## src/rtl/ov7670_sccb_init_pkg.sv

```systemverilog
// ov7670_sccb_init_pkg
// Shared constants, state encoding and helpers for the OV7670 SCCB register
// initialiser: camera write ID, table marker words, FSM states, the 27-bit
// write-frame builder and the don't-care/ACK slot decoder.
package ov7670_sccb_init_pkg;

    localparam logic [7:0]  SCCB_ID    = 8'h42;
    localparam logic [15:0] DELAY_MARK = 16'hFFF0;
    localparam logic [15:0] END_MARK   = 16'hFFFF;
    localparam int          FRAME_BITS = 27;

    typedef enum logic [2:0] {
        ST_IDLE  = 3'd0,
        ST_LOAD  = 3'd1,
        ST_START = 3'd2,
        ST_BITS  = 3'd3,
        ST_STOP  = 3'd4,
        ST_GAP   = 3'd5,
        ST_DELAY = 3'd6,
        ST_DONE  = 3'd7
    } state_t;

    // Three-phase write: ID, sub-address, data, each followed by a
    // don't-care slot where the master releases the line.
    function automatic logic [FRAME_BITS-1:0] build_frame(input logic [15:0] entry);
        return {SCCB_ID, 1'b0, entry[15:8], 1'b0, entry[7:0], 1'b0};
    endfunction

    function automatic logic is_ack_slot(input logic [4:0] bit_idx);
        return (bit_idx == 5'd8) || (bit_idx == 5'd17) || (bit_idx == 5'd26);
    endfunction

endpackage

```

## src/rtl/ov7670_reg_rom.sv

```systemverilog
// ov7670_reg_rom
// Combinational register table for the OV7670 initialiser.
// Each entry is {sub_addr[15:8], data[7:0]}; 16'hFFF0 requests a delay and
// 16'hFFFF terminates the table.
// Ports:
//   idx   in   8  table index
//   entry out 16  table word at idx
module ov7670_reg_rom
    import ov7670_sccb_init_pkg::*;
(
    input  logic [7:0]  idx,
    output logic [15:0] entry
);

    always_comb begin
        entry = END_MARK;
        case (idx)
            8'd0:    entry = 16'h1280;   // COM7: soft reset
            8'd1:    entry = DELAY_MARK; // let the reset settle
            8'd2:    entry = 16'h1214;   // COM7: QVGA, RGB output
            8'd3:    entry = 16'h40D0;   // COM15: RGB565, full range
            8'd4:    entry = 16'h3A04;   // TSLB: fixed output window
            8'd5:    entry = 16'h8C00;   // RGB444 disabled
            8'd6:    entry = 16'h1180;   // CLKRC: use external clock directly
            default: entry = END_MARK;
        endcase
    end

endmodule

```

## src/rtl/ov7670_sccb_init.sv

```systemverilog
// ov7670_sccb_init
// Walks the OV7670 register table once per run and emits each entry as an
// SCCB 3-phase write (ID 0x42, sub-address, data). Delay markers idle the bus
// for DELAY_CYCLES clocks; the end marker (or index 255) finishes the run.
// Ports:
//   clk       in   1  single clock, rising edge
//   rst       in   1  synchronous, active-low reset
//   start     in   1  one-cycle run request, honoured only in IDLE/DONE
//   sioc      out  1  SCCB clock (push-pull)
//   siod_out  out  1  SCCB data value when siod_oe=1
//   siod_oe   out  1  1 = drive siod, 0 = release to the pull-up
//   busy      out  1  a run is in progress
//   done      out  1  run finished; cleared by the next start
//   reg_idx   out  8  table entry in progress
module ov7670_sccb_init
    import ov7670_sccb_init_pkg::*;
#(
    parameter int CLK_FREQ_HZ  = 25_000_000,
    parameter int SCCB_FREQ_HZ = 100_000,
    parameter int DELAY_CYCLES = 250_000,
    parameter bit AUTO_START   = 1'b1
) (
    input  logic       clk,
    input  logic       rst,
    input  logic       start,
    output logic       sioc,
    output logic       siod_out,
    output logic       siod_oe,
    output logic       busy,
    output logic       done,
    output logic [7:0] reg_idx
);

    localparam int Q  = CLK_FREQ_HZ / (4 * SCCB_FREQ_HZ);
    localparam int QW = (Q > 1) ? $clog2(Q) : 1;
    localparam int DW = (DELAY_CYCLES > 1) ? $clog2(DELAY_CYCLES) : 1;
    localparam logic [QW-1:0] Q_LAST = QW'(Q - 1);
    localparam logic [DW-1:0] D_LAST = DW'(DELAY_CYCLES - 1);

    state_t                  state_reg, state_next;
    logic [QW-1:0]           q_cnt_reg, q_cnt_next;
    logic [1:0]              phase_reg, phase_next;
    logic [4:0]              bit_cnt_reg, bit_cnt_next;
    logic [FRAME_BITS-1:0]   shift_reg, shift_next;
    logic [DW-1:0]           delay_cnt_reg, delay_cnt_next;
    logic [7:0]              reg_idx_reg, reg_idx_next;
    logic                    auto_reg, auto_next;
    logic                    sioc_reg, sioc_next;
    logic                    siod_out_reg, siod_out_next;
    logic                    siod_oe_reg, siod_oe_next;
    logic                    quarter_end;
    logic                    advance;
    logic [15:0]             rom_entry;

    ov7670_reg_rom u_rom (
        .idx   (reg_idx_reg),
        .entry (rom_entry)
    );

    assign quarter_end = (q_cnt_reg == Q_LAST);

    always_ff @(posedge clk) begin
        if (!rst) begin
            state_reg     <= ST_IDLE;
            q_cnt_reg     <= '0;
            phase_reg     <= '0;
            bit_cnt_reg   <= '0;
            shift_reg     <= '0;
            delay_cnt_reg <= '0;
            reg_idx_reg   <= '0;
            auto_reg      <= AUTO_START;
            sioc_reg      <= 1'b1;
            siod_out_reg  <= 1'b1;
            siod_oe_reg   <= 1'b0;
        end else begin
            state_reg     <= state_next;
            q_cnt_reg     <= q_cnt_next;
            phase_reg     <= phase_next;
            bit_cnt_reg   <= bit_cnt_next;
            shift_reg     <= shift_next;
            delay_cnt_reg <= delay_cnt_next;
            reg_idx_reg   <= reg_idx_next;
            auto_reg      <= auto_next;
            sioc_reg      <= sioc_next;
            siod_out_reg  <= siod_out_next;
            siod_oe_reg   <= siod_oe_next;
        end
    end

    // Bus pins are registered from the current state, so the pad waveform
    // trails the state register by one clock; every phase keeps its length.
    always_comb begin
        state_next     = state_reg;
        q_cnt_next     = q_cnt_reg;
        phase_next     = phase_reg;
        bit_cnt_next   = bit_cnt_reg;
        shift_next     = shift_reg;
        delay_cnt_next = delay_cnt_reg;
        reg_idx_next   = reg_idx_reg;
        auto_next      = auto_reg;
        sioc_next      = 1'b1;
        siod_out_next  = 1'b1;
        siod_oe_next   = 1'b0;
        advance        = 1'b0;

        case (state_reg)
            ST_IDLE: begin
                if (start || auto_reg) begin
                    state_next   = ST_LOAD;
                    reg_idx_next = '0;
                    auto_next    = 1'b0;
                end
            end

            ST_LOAD: begin
                q_cnt_next = '0;
                phase_next = '0;
                if (rom_entry == END_MARK) begin
                    state_next = ST_DONE;
                end else if (rom_entry == DELAY_MARK) begin
                    delay_cnt_next = '0;
                    state_next     = ST_DELAY;
                end else begin
                    shift_next = build_frame(rom_entry);
                    state_next = ST_START;
                end
            end

            ST_START: begin
                siod_out_next = 1'b0;
                siod_oe_next  = 1'b1;
                q_cnt_next    = quarter_end ? '0 : q_cnt_reg + 1'b1;
                if (quarter_end) begin
                    if (phase_reg == 2'd1) begin
                        phase_next   = '0;
                        bit_cnt_next = '0;
                        state_next   = ST_BITS;
                    end else begin
                        phase_next = phase_reg + 2'd1;
                    end
                end
            end

            ST_BITS: begin
                sioc_next  = phase_reg[1];
                q_cnt_next = quarter_end ? '0 : q_cnt_reg + 1'b1;
                // First clock of a low quarter keeps the old data so SIOD
                // never moves on the same edge that SIOC falls.
                if (phase_reg == 2'd0 && q_cnt_reg == '0) begin
                    siod_out_next = siod_out_reg;
                    siod_oe_next  = siod_oe_reg;
                end else begin
                    siod_out_next = shift_reg[FRAME_BITS-1];
                    siod_oe_next  = !is_ack_slot(bit_cnt_reg);
                end
                if (quarter_end) begin
                    phase_next = phase_reg + 2'd1;
                    if (phase_reg == 2'd3) begin
                        phase_next = '0;
                        shift_next = {shift_reg[FRAME_BITS-2:0], 1'b0};
                        if (bit_cnt_reg == 5'(FRAME_BITS - 1)) begin
                            state_next = ST_STOP;
                        end else begin
                            bit_cnt_next = bit_cnt_reg + 5'd1;
                        end
                    end
                end
            end

            ST_STOP: begin
                sioc_next  = phase_reg[0];
                q_cnt_next = quarter_end ? '0 : q_cnt_reg + 1'b1;
                if (phase_reg == 2'd0 && q_cnt_reg == '0) begin
                    siod_out_next = siod_out_reg;
                    siod_oe_next  = siod_oe_reg;
                end else begin
                    siod_out_next = 1'b0;
                    siod_oe_next  = 1'b1;
                end
                if (quarter_end) begin
                    if (phase_reg == 2'd1) begin
                        phase_next = '0;
                        state_next = ST_GAP;
                    end else begin
                        phase_next = phase_reg + 2'd1;
                    end
                end
            end

            ST_GAP: begin
                q_cnt_next = quarter_end ? '0 : q_cnt_reg + 1'b1;
                if (quarter_end) begin
                    if (phase_reg == 2'd3) begin
                        phase_next = '0;
                        advance    = 1'b1;
                    end else begin
                        phase_next = phase_reg + 2'd1;
                    end
                end
            end

            ST_DELAY: begin
                if (delay_cnt_reg == D_LAST) begin
                    delay_cnt_next = '0;
                    advance        = 1'b1;
                end else begin
                    delay_cnt_next = delay_cnt_reg + 1'b1;
                end
            end

            ST_DONE: begin
                if (start) begin
                    reg_idx_next = '0;
                    state_next   = ST_LOAD;
                end
            end

            default: state_next = ST_IDLE;
        endcase

        // A table without an end marker stops after the last index.
        if (advance) begin
            if (reg_idx_reg == 8'hFF) begin
                state_next = ST_DONE;
            end else begin
                reg_idx_next = reg_idx_reg + 8'd1;
                state_next   = ST_LOAD;
            end
        end
    end

    assign sioc     = sioc_reg;
    assign siod_out = siod_out_reg;
    assign siod_oe  = siod_oe_reg;
    assign busy     = (state_reg != ST_IDLE) && (state_reg != ST_DONE);
    assign done     = (state_reg == ST_DONE);
    assign reg_idx  = reg_idx_reg;

endmodule

```

## config.mk

```make
export PLATFORM = sky130hd
export DESIGN_NAME = ov7670_sccb_init
export DESIGN_NICKNAME = d
export VERILOG_FILES = /design/src/rtl/ov7670_sccb_init_pkg.sv /design/src/rtl/ov7670_reg_rom.sv /design/src/rtl/ov7670_sccb_init.sv
export SDC_FILE = /design/constraint.sdc
export NUM_CORES = 1
export LEC_CHECK = 0
export BUFFER_PORTS_ARGS = -buffer_cell sky130_fd_sc_hd__buf_4
export CORE_AREA = 4 4 102 104
export CTS_BUF_LIST = sky130_fd_sc_hd__clkbuf_16
export DETAILED_ROUTE_END_ITERATION = 8
export DIE_AREA = 0 0 106 108
export PLACE_DENSITY_LB_ADDON = 0.08
export SYNTH_ARGS = -nofsm -noshare
export SYNTH_HDL_FRONTEND = slang
export SYNTH_HIERARCHICAL = 1
export SYNTH_SLANG_ARGS = --single-unit
```

## constraint.sdc

```tcl
create_clock -name clk -period 4.1 [get_ports clk]
set_clock_uncertainty 0.15 [all_clocks]
set_input_delay 0.205 -clock clk [delete_from_list [all_inputs] [get_ports clk]]
set_output_delay 0.205 -clock clk [all_outputs]
set_load 0.1 [all_outputs]
```

==> run_results.csv, run 1 <==
group,metric,value,unit
logic_synthesis,ys_ff_latch,72,
clocking,ctsLongestPathBuffers,2,
die,row_count,36,
worst_hold_path,min_path_type,"primary input to register",
worst_setup_path,critPathMaxStageDelay,590,ps
logic_synthesis,yosysTopAreaCell,"dfxtp_1",
power_and_ir_drop,vdd_drop_max,0.350,mV
final_layout,diodes,0,
final_layout,largest_reg_flops,26,
sta,report.final.setup_viol,0,
worst_hold_path,hold_end,"auto_reg$_SDFFE_PN1P_",
worst_setup_path,worstSetupPathType,"register to register",
global_routing,track_usage,17.2,%
die,num_io_pins,16,
drt,drt-total-wl,9630,µm
run_status,status,"finished, final reports clean",
logic_synthesis,synth_area,0.00420,mm²
worst_setup_path,worst_path_max_delay_cell,"or4_1",
sta,layout_min_cycle_time,3530,ps
worst_setup_path,reg2reg_to,"shift_reg[18]$_SDFFE_PN0P_",
sta,maxSlewHeadroom,21.9,%
placement,portBuffers,15,
die,dieHeight,108,µm
power_and_ir_drop,p_int,1.48,mW
power_and_ir_drop,p_leak,1.76,nW
sta,whs,134,ps
clocking,cts_setup_buffers,0,
placement,dp.final_hpwl,6530,µm
logic_synthesis,synth_nets,523,
logic_synthesis,async_flop_share,0,%
logic_synthesis,synth_top_area_share,34.3,%
worst_setup_path,crit_arrival,3640,ps
global_routing,overflow,0,
worst_hold_path,hold_start,"rst",
clocking,clock-root-buffer,"clkbuf_16",
logic_synthesis,netlist-cell-type-count,71,
die,coreArea,0.00955,mm²
drt,via_per_inst,5.74,
power_and_ir_drop,swShare,37.2,%
global_routing,grt_first_pass_wirelength,16100,µm
sta,drv_slew,0,
logic_synthesis,yosysSeqAreaShare,34.3,%
drt,postRouteAntennaNets,0,
logic_synthesis,synthCells,507,
worst_setup_path,worstPathMaxFanout,12,
power_and_ir_drop,comb_power_share,28.9,%
worst_setup_path,startpoint_type,"register",
drt,vias,3664,
clocking,post_cts_resize_count,0,
worst_setup_path,required,4210,ps
sta,rsz0062_at_grt,"no",
worst_setup_path,critPathCaptureType,"register",
worst_setup_path,r2r_slack,570,ps
drt,first_pass_iters,5,
sta,tns,0,ps
final_layout,syn_to_final_growth,10.5,%
die,start_util,44.0,%
drt,first_iter_violations,169,
worst_setup_path,rr_worst_depth,8,
logic_synthesis,synth_commonest_cells,"dfxtp_1 (72), nand2_1 (48), a21oi_1 (35)",
worst_setup_path,timing.critical_path.mode_cell,"nand2_1",
power_and_ir_drop,switchingPower,0.878,mW
placement,routabilityCongestion,0.805,
flow_run,cap_violations,0,
global_routing,first_global_vias,3360,
logic_synthesis,ys_top_cells_by_area,"dfxtp_1 (34%), mux2i_1 (6.7%), nand2_1 (4.3%)",
clocking,cts_num_sinks,72,
power_and_ir_drop,power_frac_seq,38.8,%
sta,post-route-period-util,86.2,%
clocking,clock_latency,340,ps
power_and_ir_drop,p_clk_share,32.3,%
final_layout,fin_nets,516,
worst_setup_path,crit_path_cell_trace,"or4_4 -> nor2_4 -> nand2_1 -> or4_1 -> a2111oi_0 -> o21ai_2 -> nand2_1 -> mux2i_1",
logic_synthesis,synth_flop_cell,"dfxtp_1",
clocking,ctsHoldBuffers,0,
clocking,cts_buffers,9,
final_layout,drive_above_1_share,10.5,%
sta,hold_viol,0,
power_and_ir_drop,power_density,508,mW/mm²
worst_hold_path,whs_path_depth,2,
clocking,htreeDepth,3,
clocking,cts_tree,"done",
logic_synthesis,ys_warn_count,6,
logic_synthesis,yosys.cell_count.top_type,"dfxtp_1",
global_routing,grt_max_degree,44,
worst_setup_path,r2r-start,"reg_idx[4]$_SDFF_PN0_",
drt,drc,0,
clocking,path_clk_slew,60,ps
die,dieArea,0.0114,mm²
logic_synthesis,synth-edff-count,0,
logic_synthesis,synth_area_per_cell,8.28,µm²
die,dieWidth,106,µm
global_routing,grt_antenna_before_repair,0,
sta,max_freq,283,MHz
drt,routedWlPerCell,15.1,µm
sta,tightest_slew,1170,ps
kinds of logic after synthesis:
family	share of synthesized area, %
AO/OA/AOI/OAI	22.0
flip-flops	34.3
adder cells (fa/ha/maj)	3.87
buffers and inverters	5.75
AND/OR/NAND/NOR	25.0
multiplexers	6.94
XOR/XNOR	2.09
per-layer routing:
metal / routed length (µm) / GRT usage [%] / vias to the layer above
met4: 133 / 5.64 / 0
met5: 0 / 0 / -
met2: 4550 / 28.8 / 70
met3: 334 / 3.46 / 12
li1: - / - / 1878
met1: 4610 / 22.3 / 1704
worst max-delay path by stage:
stage,start,endpoint,cells past startpoint
after global placement,reg_idx[4]$_SDFF_PN0_,shift_reg[26]$_SDFFE_PN0P_,8
after global routing,reg_idx[4]$_SDFF_PN0_,shift_reg[18]$_SDFFE_PN0P_,8
final,reg_idx[4]$_SDFF_PN0_,shift_reg[18]$_SDFFE_PN0P_,8
after floorplan,reg_idx[4]$_SDFF_PN0_,shift_reg[18]$_SDFFE_PN0P_,11
after CTS,reg_idx[4]$_SDFF_PN0_,shift_reg[18]$_SDFFE_PN0P_,8
after detailed placement,reg_idx[4]$_SDFF_PN0_,shift_reg[19]$_SDFFE_PN0P_,8
area by class of cell:
class	count	area (µm²)
fillers	958	4910
multi-input cells	379	2520
flip-flops and latches	72	1440
clock buffers	9	225
well taps	133	166
repair buffers	21	158
inverters	17	63.8
clock inverters	7	62.6
worst max-delay path: cells and delay by family, from the launching register on:
kind,cells,cell delay (ps)
simple gates,5,2080
compound gates,2,600
flops,1,370
mux,1,250
cells in the final DEF (no fill, tap or decap), drive strengths merged, types with 8 or more instances in the layout:
cell and n:
buf 21, nor2 34, nand4 17, nand3 27, a311oi 17, mux2i 28, clkbuf 9, and2 8
ha 13, or4 11, o31ai 11, o21ai 20, dfxtp 72, a21oi 35, nand2 48, inv 20
and3 9
power by group through the flow:
stage	Clock (mW)	Combinational, mW	Sequential (mW)
floorplan	0	0.546	0.931
finish	0.760	0.682	0.914
detailed placement	0	0.687	0.928
global placement	0	0.676	0.926
global route	0.809	0.755	0.931
CTS	0.780	0.689	0.915
metrics by stage:
stage / std cells / cell area, µm² / setup WS (ps) / total power [mW] / util (%)
floorplan: 507 / 4200 / 423 / 1.48 / -
global placement: 622 / 4350 / 663 / 1.60 / 45.6
detailed placement: 622 / 4350 / 565 / 1.62 / 45.6
CTS: 638 / 4640 / 545 / 2.38 / 48.6
global route: 638 / 4640 / 289 / 2.49 / 48.6
finish: 638 / 4640 / 567 / 2.36 / 48.6
(Power assumes the default switching activity.)
==> run 2, diff against run 1 <==
- MAX_ROUTING_LAYER: not set -> met4
==> run 2 against run 1 <==
Net effect:
- sequential share of layout area unchanged
- worst setup slack improved by 6.4 ps
- final area is the same
- sequential power hardly changed
- wire length unchanged
- largest power group unchanged
- hold slack improved by 4.7 ps
- largest cell class unchanged
==> run_results.csv, run 2 (same netlist as run 1, synthesis figures left out) <==
group,metric,value,unit
die,dieHeight,108,µm
global_routing,overflow,0,
clocking,cts_buffers,9,
placement,routabilityCongestion,0.816,
global_routing,track_usage,17.7,%
final_layout,layoutNonFillerInstCount,638,
drt,drc,0,
sta,post-route-period-util,86.0,%
placement,dp.final_hpwl,6530,µm
placement,post-place-ws,565,ps
power_and_ir_drop,power_frac_seq,38.8,%
sta,maxSlewHeadroom,22.3,%
global_routing,first_global_vias,3359,
placement,place_inst,622,
clocking,htreeDepth,3,
placement,portBuffers,15,
sta,layout_min_cycle_time,3530,ps
final_layout,syn_to_final_growth,10.5,%
worst_setup_path,critPathCaptureType,"register",
sta,worst_slack,574,ps
clocking,clock_latency,330,ps
final_layout,fin_nets,516,
die,coreArea,0.00955,mm²
drt,first_iter_violations,184,
power_and_ir_drop,power_density,508,mW/mm²
drt,first_pass_iters,5,
placement,dpl_cell_area,0.00435,mm²
clocking,clock-root-buffer,"clkbuf_16",
final_layout,layout_commonest_cell,"dfxtp_1",
worst_setup_path,worstPathMaxFanout,12,
worst_setup_path,worstSetupPathType,"register to register",
drt,via_per_inst,5.73,
die,row_count,36,
drt,routedWlPerCell,15.1,µm
clocking,ctsHoldBuffers,0,
final_layout,drive_above_1_share,10.5,%
clocking,cts_setup_buffers,0,
power_and_ir_drop,p_leak,1.76,nW
final_layout,largest_reg_flops,26,
sta,rsz0062_at_grt,"no",
power_and_ir_drop,p_clk_share,32.2,%
die,start_util,44.0,%
worst_hold_path,min_path_type,"primary input to register",
sta,max_freq,284,MHz
global_routing,grt_first_pass_wirelength,16200,µm
final_layout,finalInstanceArea,0.00464,mm²
clocking,ctsLongestPathBuffers,2,
global_routing,grt_max_degree,44,
worst_setup_path,required,4210,ps
clocking,cts_tree,"done",
final_layout,fin_util,48.6,%
drt,drt-total-wl,9630,µm
power_and_ir_drop,switchingPower,0.877,mW
sta,tightest_slew,1160,ps
drt,vias,3655,
worst_setup_path,crit_arrival,3630,ps
power_and_ir_drop,p_int,1.48,mW
final_layout,fillCellCount,958,
final_layout,diodes,0,
drt,postRouteAntennaNets,0,
die,dieWidth,106,µm
run_status,status,"finished, final reports clean",
power_and_ir_drop,vdd_drop_max,0.350,mV
clocking,path_clk_slew,60,ps
final_layout,final_cell_mix,"dfxtp_1 (72), nand2_1 (48), a21oi_1 (35)",
worst_setup_path,startpoint_type,"register",
clocking,cts_num_sinks,72,
flow_run,cap_violations,0,
power_and_ir_drop,comb_power_share,29.0,%
die,num_io_pins,16,
die,dieArea,0.0114,mm²
sta,tns,0,ps
clocking,post_cts_resize_count,0,
sta,hold_viol,0,
power_and_ir_drop,swShare,37.2,%
sta,drv_slew,0,
sta,report.final.setup_viol,0,
global_routing,grt_antenna_before_repair,0,
-- run 2: cell counts in the layout (fill, tap and decap cells not counted) --
No cell type changed its count.
-- run 2: worst paths after layout --
path	startpoint	end	slack, ps	depth (start not counted)
max	reg_idx[4]$_SDFF_PN0_	shift_reg[18]$_SDFFE_PN0P_	570	8
min	rst	auto_reg$_SDFFE_PN1P_	140	2
max reg2reg	reg_idx[4]$_SDFF_PN0_	shift_reg[18]$_SDFFE_PN0P_	570	8
min reg2reg	shift_reg[24]$_SDFFE_PN0P_	shift_reg[24]$_SDFFE_PN0P_	310	2
-- run 2: routing by layer --
| layer | GRT usage [%] | vias to the layer above | routed length, µm |
|---|---|---|---|
| met3 | 3.82 | 10 | 233 |
| met4 | 5.37 | 0 | 85 |
| met1 | 22.3 | 1716 | 4730 |
| met5 | - | - | 0 |
| met2 | 28.8 | 51 | 4580 |
| li1 | - | 1878 | - |
-- run 2: stage by stage --
step	hold slack (ps)	total power, mW
after floorplan	219	1.48
final	139	2.36
after global placement	295	1.60
after global routing	161	2.50
after CTS	129	2.38
after detailed placement	304	1.62
-- run 2: power groups by stage --
stage	Sequential (mW)	Clock (mW)	Combinational, mW
after floorplan	0.931	0	0.546
after global placement	0.926	0	0.676
after detailed placement	0.928	0	0.687
after CTS	0.915	0.780	0.689
after global routing	0.931	0.810	0.755
final	0.915	0.759	0.682
-- run 2: worst max-delay path, stage by stage, from the launching register on --
cell       delay [ps]
dfxtp_1           370
or4_4             570
nor2_4            260
nand2_1           260
or4_1             590
a2111oi_0         510
o21ai_2            90
nand2_1           400
mux2i_1           250
-- run 2: cell type report --
cell class	count	area, µm²	share of cell area (%)
clock buffer	9	225	4.85
inverter	17	63.8	1.38
tap	133	166	3.59
multi-input combinational	379	2520	54.4
sequential	72	1440	31.1
clock inverter	7	62.6	1.35
timing repair buffer	21	158	3.40
==> run 3, diff against run 2 <==
- RECOVER_POWER: not set -> 25
==> run 3 against run 2 <==
Net effect:
- sequential share of layout area rose by 0.30 points
- utilization fell by 0.47 points
- register-to-register slack barely moved
- wire length barely moved
- critical endpoint unchanged
- combinational power fell by 1%
- first-iteration DRC count fell by 6.0%
- non-clock buffer count did not move
- hold slack improved by 1.6 ps
==> run_results.csv, run 3 (same netlist as run 1, synthesis figures left out) <==
group,metric,value,unit
global_routing,track_usage,17.7,%
final_layout,fin_util,48.1,%
die,start_util,44.0,%
final_layout,drive_above_1_share,8.12,%
clocking,cts_tree,"done",
clocking,clock_latency,330,ps
drt,vias,3642,
worst_setup_path,crit_arrival,3630,ps
worst_setup_path,startpoint_type,"register",
clocking,cts_setup_buffers,0,
final_layout,diodes,0,
sta,hold_viol,0,
sta,drv_slew,0,
global_routing,grt_antenna_before_repair,0,
drt,first_iter_violations,173,
placement,place_inst,622,
flow_run,cap_violations,0,
placement,routabilityCongestion,0.816,
final_layout,seq_area,0.00144,mm²
die,num_io_pins,16,
sta,tightest_slew,1160,ps
global_routing,first_global_vias,3359,
final_layout,multiInputGateArea,0.00252,mm²
sta,maxSlewHeadroom,22.3,%
sta,tns,0,ps
final_layout,largest_reg_flops,26,
clocking,htreeDepth,3,
die,dieWidth,106,µm
clocking,post_cts_resize_count,0,
worst_setup_path,critPathCaptureType,"register",
worst_setup_path,rr_worst_depth,8,
worst_setup_path,worstPathMaxFanout,12,
sta,whs,141,ps
global_routing,overflow,0,
clocking,cts_num_sinks,72,
clocking,cts_buffers,9,
worst_hold_path,whs_path_depth,2,
run_status,status,"finished, final reports clean",
final_layout,final_cell_mix,"dfxtp_1 (72), nand2_1 (48), a21oi_1 (35)",
placement,dp.final_hpwl,6530,µm
die,row_count,36,
clocking,clock-root-buffer,"clkbuf_16",
worst_hold_path,min_path_type,"primary input to register",
drt,drt-total-wl,9620,µm
power_and_ir_drop,power_density,511,mW/mm²
power_and_ir_drop,p_leak,1.71,nW
power_and_ir_drop,power,2.35,mW
die,dieArea,0.0114,mm²
sta,report.final.setup_viol,0,
drt,via_per_inst,5.71,
sta,post-route-period-util,85.9,%
worst_setup_path,worstSetupPathType,"register to register",
worst_setup_path,required,4200,ps
clocking,ctsLongestPathBuffers,2,
final_layout,fillCellCount,965,
global_routing,grt_first_pass_wirelength,16200,µm
die,coreArea,0.00955,mm²
final_layout,fin_nets,516,
drt,first_pass_iters,4,
drt,drc,0,
sta,max_freq,284,MHz
global_routing,grt_max_degree,44,
clocking,ctsHoldBuffers,0,
final_layout,syn_to_final_growth,9.45,%
final_layout,layoutNonFillerInstCount,638,
clocking,path_clk_slew,60,ps
final_layout,layout_commonest_cell,"dfxtp_1",
power_and_ir_drop,vdd_drop_max,0.340,mV
sta,layout_min_cycle_time,3520,ps
drt,routedWlPerCell,15.1,µm
sta,rsz0062_at_grt,"no",
die,dieHeight,108,µm
placement,portBuffers,15,
drt,postRouteAntennaNets,0,
-- run 3: worst max-delay path, stage by stage (launching register included) --
cell,delay [ps]
dfxtp_1,360
or4_4,560
nor2_4,260
nand2_1,260
or4_1,590
a2111oi_0,510
o21ai_2,90
nand2_1,400
mux2i_1,250
-- run 3: final timing paths --
kind	start	to	slack (ps)
worst min-delay path	rst	auto_reg$_SDFFE_PN1P_	140
worst max-delay path	reg_idx[4]$_SDFF_PN0_	shift_reg[18]$_SDFFE_PN0P_	580
worst max register to register	reg_idx[4]$_SDFF_PN0_	shift_reg[18]$_SDFFE_PN0P_	580
worst min register to register	shift_reg[24]$_SDFFE_PN0P_	shift_reg[24]$_SDFFE_PN0P_	310
-- run 3: final cells by class --
cell class / instances / share of cell area (%)
clock buffer: 9 / 4.90
multi-input combinational: 379 / 54.9
timing repair buffer: 21 / 2.45
clock inverter: 7 / 1.36
sequential: 72 / 31.4
tap: 133 / 3.62
inverter: 17 / 1.39
-- run 3: power by group --
group / total (mW) / internal, mW / leakage (nW) / switching (mW)
sequential: 0.915 / 0.806 / 0.584 / 0.109
combinational: 0.675 / 0.244 / 0.985 / 0.431
clock: 0.758 / 0.421 / 0.139 / 0.337
total: 2.35 / 1.47 / 1.71 / 0.876
-- run 3: per-layer routing --
| layer | up-vias | routed length [µm] | global-route usage (%) |
|---|---|---|---|
| li1 | 1875 | - | - |
| met5 | - | 0 | - |
| met3 | 6 | 229 | 3.82 |
| met2 | 42 | 4560 | 28.8 |
| met4 | 0 | 72 | 5.37 |
| met1 | 1719 | 4760 | 22.3 |
-- run 3: stage by stage --
step | area, µm² | setup WS (ps)
detailed placement | 4350 | 565
finish | 4600 | 579
global placement | 4350 | 663
CTS | 4640 | 545
global route | 4600 | 284
floorplan | 4200 | 423
